File: src/rtl/rf_wb_queue.sv
// rf_wb_queue: writeback buffer in front of the 32x32 register file.
// Accepts writeback results on a valid/ready handshake and drains them in
// order, one per cycle, onto the regfile write port. Writes to r0 are
// consumed without being stored.
// Optional feature macro: RF_WB_BYPASS_EN. When it is defined, a youngest-wins
// bypass lookup over the pending entries is built for two read ports. When it
// is undefined, the bypass outputs are tied to 0.
module rf_wb_queue #(
    parameter int DEPTH = 4,
    parameter int AW    = 2
) (
    input  logic          clk,
    input  logic          rst,
    input  logic          wb_valid,
    output logic          wb_ready,
    input  logic [4:0]    wb_addr,
    input  logic [31:0]   wb_data,
    input  logic          drain_en,
    output logic          rf_w,
    output logic [4:0]    waddr,
    output logic [31:0]   wdata,
    input  logic [4:0]    raddr1,
    input  logic [4:0]    raddr2,
    output logic          byp1_hit,
    output logic [31:0]   byp1_data,
    output logic          byp2_hit,
    output logic [31:0]   byp2_data,
    output logic [AW:0]   count,
    output logic          empty,
    output logic          full
);

    localparam logic [AW:0] CNT_FULL = (AW+1)'(DEPTH);

    // Entry storage and queue pointers.
    logic [DEPTH-1:0][4:0]  addr_q, addr_d;
    logic [DEPTH-1:0][31:0] data_q, data_d;
    logic [AW-1:0]          head_q, head_d;
    logic [AW-1:0]          tail_q, tail_d;
    logic [AW:0]            count_q, count_d;

    logic push;
    logic pop;

    // Handshake, status and regfile write port, all from current state.
    // Reset suppresses the commit so nothing pending reaches the regfile in
    // the reset cycle.
    always_comb begin
        empty    = (count_q == '0);
        full     = (count_q == CNT_FULL);
        pop      = drain_en && !empty && !rst;
        // A full queue still accepts when the head retires this cycle.
        wb_ready = !full || pop;
        // r0 writes complete the handshake but are never stored.
        push     = wb_valid && wb_ready && (wb_addr != 5'd0);
        rf_w     = pop;
        waddr    = 5'd0;
        wdata    = 32'd0;
        if (!empty) begin
            waddr = addr_q[head_q];
            wdata = data_q[head_q];
        end
        count    = count_q;
    end

    // Next-state: write at tail on push, retire head on pop; pointers wrap
    // naturally because DEPTH is a power of two.
    always_comb begin
        addr_d  = addr_q;
        data_d  = data_q;
        head_d  = head_q;
        tail_d  = tail_q;
        count_d = count_q;
        if (push) begin
            addr_d[tail_q] = wb_addr;
            data_d[tail_q] = wb_data;
            tail_d         = tail_q + AW'(1);
        end
        if (pop) begin
            head_d = head_q + AW'(1);
        end
        case ({push, pop})
            2'b10:   count_d = count_q + (AW+1)'(1);
            2'b01:   count_d = count_q - (AW+1)'(1);
            default: count_d = count_q;
        endcase
    end

    // State register; reset wins over any push/pop in the same cycle.
    always_ff @(posedge clk) begin
        if (rst) begin
            addr_q  <= '0;
            data_q  <= '0;
            head_q  <= '0;
            tail_q  <= '0;
            count_q <= '0;
        end else begin
            addr_q  <= addr_d;
            data_q  <= data_d;
            head_q  <= head_d;
            tail_q  <= tail_d;
            count_q <= count_d;
        end
    end

`ifdef RF_WB_BYPASS_EN
    logic [AW-1:0] byp_idx;

    // Walk occupied entries oldest to youngest; later matches overwrite
    // earlier ones, so the youngest pending write for the address wins.
    always_comb begin
        byp_idx   = '0;
        byp1_hit  = 1'b0;
        byp1_data = 32'd0;
        byp2_hit  = 1'b0;
        byp2_data = 32'd0;
        for (int k = 0; k < DEPTH; k++) begin
            byp_idx = head_q + AW'(k);
            if ((AW+1)'(k) < count_q) begin
                if ((raddr1 != 5'd0) && (addr_q[byp_idx] == raddr1)) begin
                    byp1_hit  = 1'b1;
                    byp1_data = data_q[byp_idx];
                end
                if ((raddr2 != 5'd0) && (addr_q[byp_idx] == raddr2)) begin
                    byp2_hit  = 1'b1;
                    byp2_data = data_q[byp_idx];
                end
            end
        end
    end
`else
    // Without the lookup the hazard unit waits for empty; lookup addresses
    // are intentionally ignored.
    logic unused_raddr;
    assign unused_raddr = ^{raddr1, raddr2};

    // Bypass outputs held at zero.
    always_comb begin
        byp1_hit  = 1'b0;
        byp1_data = 32'd0;
        byp2_hit  = 1'b0;
        byp2_data = 32'd0;
    end
`endif

endmodule

File: config.mk
export PLATFORM = sky130hd
export DESIGN_NAME = rf_wb_queue
export DESIGN_NICKNAME = d
export VERILOG_FILES = /design/src/rtl/rf_wb_queue.sv
export SDC_FILE = /design/constraint.sdc
export NUM_CORES = 1
export LEC_CHECK = 0
export BUFFER_PORTS_ARGS = -buffer_cell sky130_fd_sc_hd__buf_2
export CORE_MARGIN = 3
export CORE_UTILIZATION = 50
export DETAILED_ROUTE_END_ITERATION = 8
export PLACE_DENSITY_LB_ADDON = 0.25
export SYNTH_ARGS = -nofsm -noshare
export SYNTH_HDL_FRONTEND = slang
export SYNTH_SLANG_ARGS = --single-unit
File: constraint.sdc
create_clock -name clk -period 2.2 [get_ports clk]
set_input_delay 0.44 -clock clk [delete_from_list [all_inputs] [get_ports clk]]
set_output_delay 0.44 -clock clk [all_outputs]
set_load 0.03 [all_outputs]
==> out/metrics.json <==
{
  "min-delay-start": "wb_data[5]",
  "synth-edff-count": 0,
  "synth_top_cell_by_area": "dfxtp_1",
  "worst_slew_margin_rel_pct": 21.50,
  "finalCriticalPeriod_ns": 2.308,
  "area_growth_pct": 16.49,
  "dp.final_hpwl_mm": 10.27,
  "wire_length_per_cell_after_detailed_routing_um": 16.36,
  "final_routed_wirelength_mm": 16.82,
  "cp-start-kind": "flop",
  "worst_slew_pin_slew_ns": 1.177,
  "placement_rows": 45,
  "critPathMaxFanout": 8,
  "post_cts_hold_buffer_count": 0,
  "crit_path_end_kind": "output pin",
  "final_critical_path_setup_slack_ns": -0.1085,
  "h_tree_depth": 4,
  "syn_avg_cell_area_um2": 10.94,
  "finish.net_count": 861,
  "fp.coreArea_um2": 15370,
  "cpMaxStageDelayCell": "mux4_2",
  "power-per-cell-area_nw_per_um2": 857.5,
  "number_of_antenna_violations_at_the_first_check_in_global_routing": 1,
  "critical_path.most_common_cell": "buf_6",
  "via_per_inst": 4.978,
  "max-clock-path-buffers": 2,
  "timing.critical_path.from": "head_q[1]$_SDFFE_PP0P_",
  "antenna-diode-count": 0,
  "routed-via-count": 5117,
  "timing.final.crit_share_pct": 104.9,
  "worstHoldPathType": "in -> reg",
  "timing.final.max_slew_violations": 0,
  "rsz0062_at_grt": "true",
  "post_synth_instance_area_um2": 7931,
  "p_leak_nw": 4.242,
  "r2r-start": "count[0]$_SDFFE_PP0P_",
  "globalRouteOverflowTotal": 0,
  "root_cell_of_the_clock_tree": "clkbuf_16",
  "synth_warnings": 0,
  "maximum_capacitance_violations": 0,
  "vdd_ir_drop_max_uv": 576.7,
  "ant_nets": 0,
  "status": "finished, violations left",
  "timing_hold_violations_final": 0,
  "cp_cell_sequence": "buf_6 -> mux4_2 -> and2_4 -> buf_6",
  "synthDominantCellAreaShare_pct": 39.12,
  "worst_path_largest_cell_delay_ns": 0.52,
  "maxClockFrequency_mhz": 433.2,
  "floorplan.io_pins": 161,
  "drt_pre_antenna_iters": 4,
  "hold_path_depth": 3,
  "insertion_delay_to_the_later_sink_of_the_worst_skew_pair_ns": 0.42,
  "netlist_instances": 725,
  "placement.io_buffers": 84,
  "start_util_pct": 51.60,
  "synth_most_common_cell": "nand2b_1",
  "first_pass_grt_wire_length_mm": 27.27,
  "cts_tree": "done",
  "arrival_ns": 1.87,
  "synth.yosys.seq_area_share_pct": 39.12,
  "globalplace.congestion": 0.7421,
  "cts-buffers-inserted": 17,
  "chipWidth_um": 131.9,
  "synth.distinct_cells": 30,
  "criticalPathCategory": "reg -> out",
  "clock_skew_ns": 0.004009,
  "fin_tns_setup_ns": -2.461,
  "clock_sinks": 155,
  "die_height_um": 131.9,
  "grt_max_degree": 161,
  "clk_pin_slew_worst_paths_ns": 0.06,
  "drt_first_iter_violations": 233,
  "synth_commonest_cells": "185 x nand2b_1, 155 x dfxtp_1, 149 x mux2i_1",
  "ys.flop_type": "dfxtp_1",
  "synth-seq-cells": 155,
  "grt_use_total_pct": 19.57,
  "layout-drive-gt1-share_pct": 26.81,
  "post-route-drc-count": 0,
  "violations_in_the_final_reports": "setup timing",
  "die-area_um2": 17410,
  "rr_worst_depth": 9,
  "worst_ep_required_time_ns": 1.76,
  "ys_top_cells_by_area": "dfxtp_1 39%, mux2i_1 19%, nand2b_1 15%, mux4_2 11%, buf_4 7.2%",
  "async_flop_share_pct": 0,
  "first_global_vias": 5334,
  "setup-violations-final": 34,
  "finish.utilization_pct": 60.11
}
[flip-flops by register name, summed over array words and instances, names as in the netlist]
signal / flops
addr_q: 20
count: 3
data_q: 128
head_q: 2
tail_q: 2
[path summary, 6_finish.rpt]
path                            slack (ns)                       to
worst min register to register        0.47  data_q[54]$_SDFFE_PP0P_
worst max register to register        0.15    count[2]$_SDFFE_PP0P_
worst min-delay path                  0.36  data_q[69]$_SDFFE_PP0P_
worst max-delay path                 -0.11                wdata[11]
[cells by family after synthesis]
group / Yosys count / synth area share [%]
and+or+nand+nor: 246 / 19.34
muxes: 186 / 29.31
DFF: 155 / 39.12
buffers and inverters: 122 / 10.21
adders and majority gates: 6 / 1.041
xor gates and xnor gates: 5 / 0.5521
AOI/OAI and AO/OA: 4 / 0.3785
other: 1 / 0.04728
[worst max-delay path, delay by kind of cell (launching register included)]
family	cells	cell delay [ns]
buffers and inverters	2	0.34
muxes	1	0.52
DFF	1	0.42
and+or+nand+nor	1	0.17
[placed cells by master, fill, tap and decap left out, types with 5 or more instances in the layout]
cell type,netlist,routed
and2_1,39,15
and2_4,1,25
buf_12,3,7
buf_2,7,59
buf_4,76,18
buf_6,1,23
clkbuf_16,0,18
clkinv_2,0,5
conb_1,1,66
dfxtp_1,155,150
dfxtp_4,0,5
inv_1,8,6
mux2i_1,149,149
mux4_2,37,37
nand2b_1,185,185
nor2_1,9,8
[routing by layer]
layer,GRT usage (%),part of all wire (%)
met1,25.25,45
met2,32.75,50
met3,4.847,4.1
met4,5.601,1.5
met5,0,0.077
[power by group]
part	switching [mW]	total (mW)	leakage, nW	internal (mW)
sequential	0.112	3.09	1.26	2.98
combinational	1.09	1.91	2.69	0.827
clock	1.13	2.92	0.290	1.79
[through the flow]
stage | instance area (um^2) | setup WS, ns | instances | total power, mW | hold WS, ns
6_report | 9239 | -0.1085 | 1028 | 7.922 | 0.3611
5_1_grt | 9239 | -0.1741 | 1028 | 8.256 | 0.3589
4_1_cts | 9270 | -0.1634 | 1028 | 8.023 | 0.3516
3_5_place_dp | 8312 | 0.05369 | 988 | 4.830 | 0.4608
3_3_place_gp | 8312 | 0.1062 | 988 | 4.788 | 0.4548
2_1_floorplan | 8210 | -0.09283 | 790 | 4.489 | 0.4455
[area by class of cell]
cell class | instances | area [um^2]
Clock buffer | 21 | 481.7
Clock inverter | 11 | 116.4
Inverter | 8 | 30.03
Tap cell | 211 | 264.0
Multi-Input combinational cell | 513 | 4348
Fill cell | 1276 | 6132
Timing Repair Buffer | 109 | 877.1
Sequential cell | 155 | 3122
[timing repair]
item / 4_1_cts / 5_1_grt
gates resized for setup: 81 / 2
setup buffers: 5 / 3
gates cloned: 3 / 0
setup endpoints to repair: 38 / 37
(Power assumes the default switching activity.)
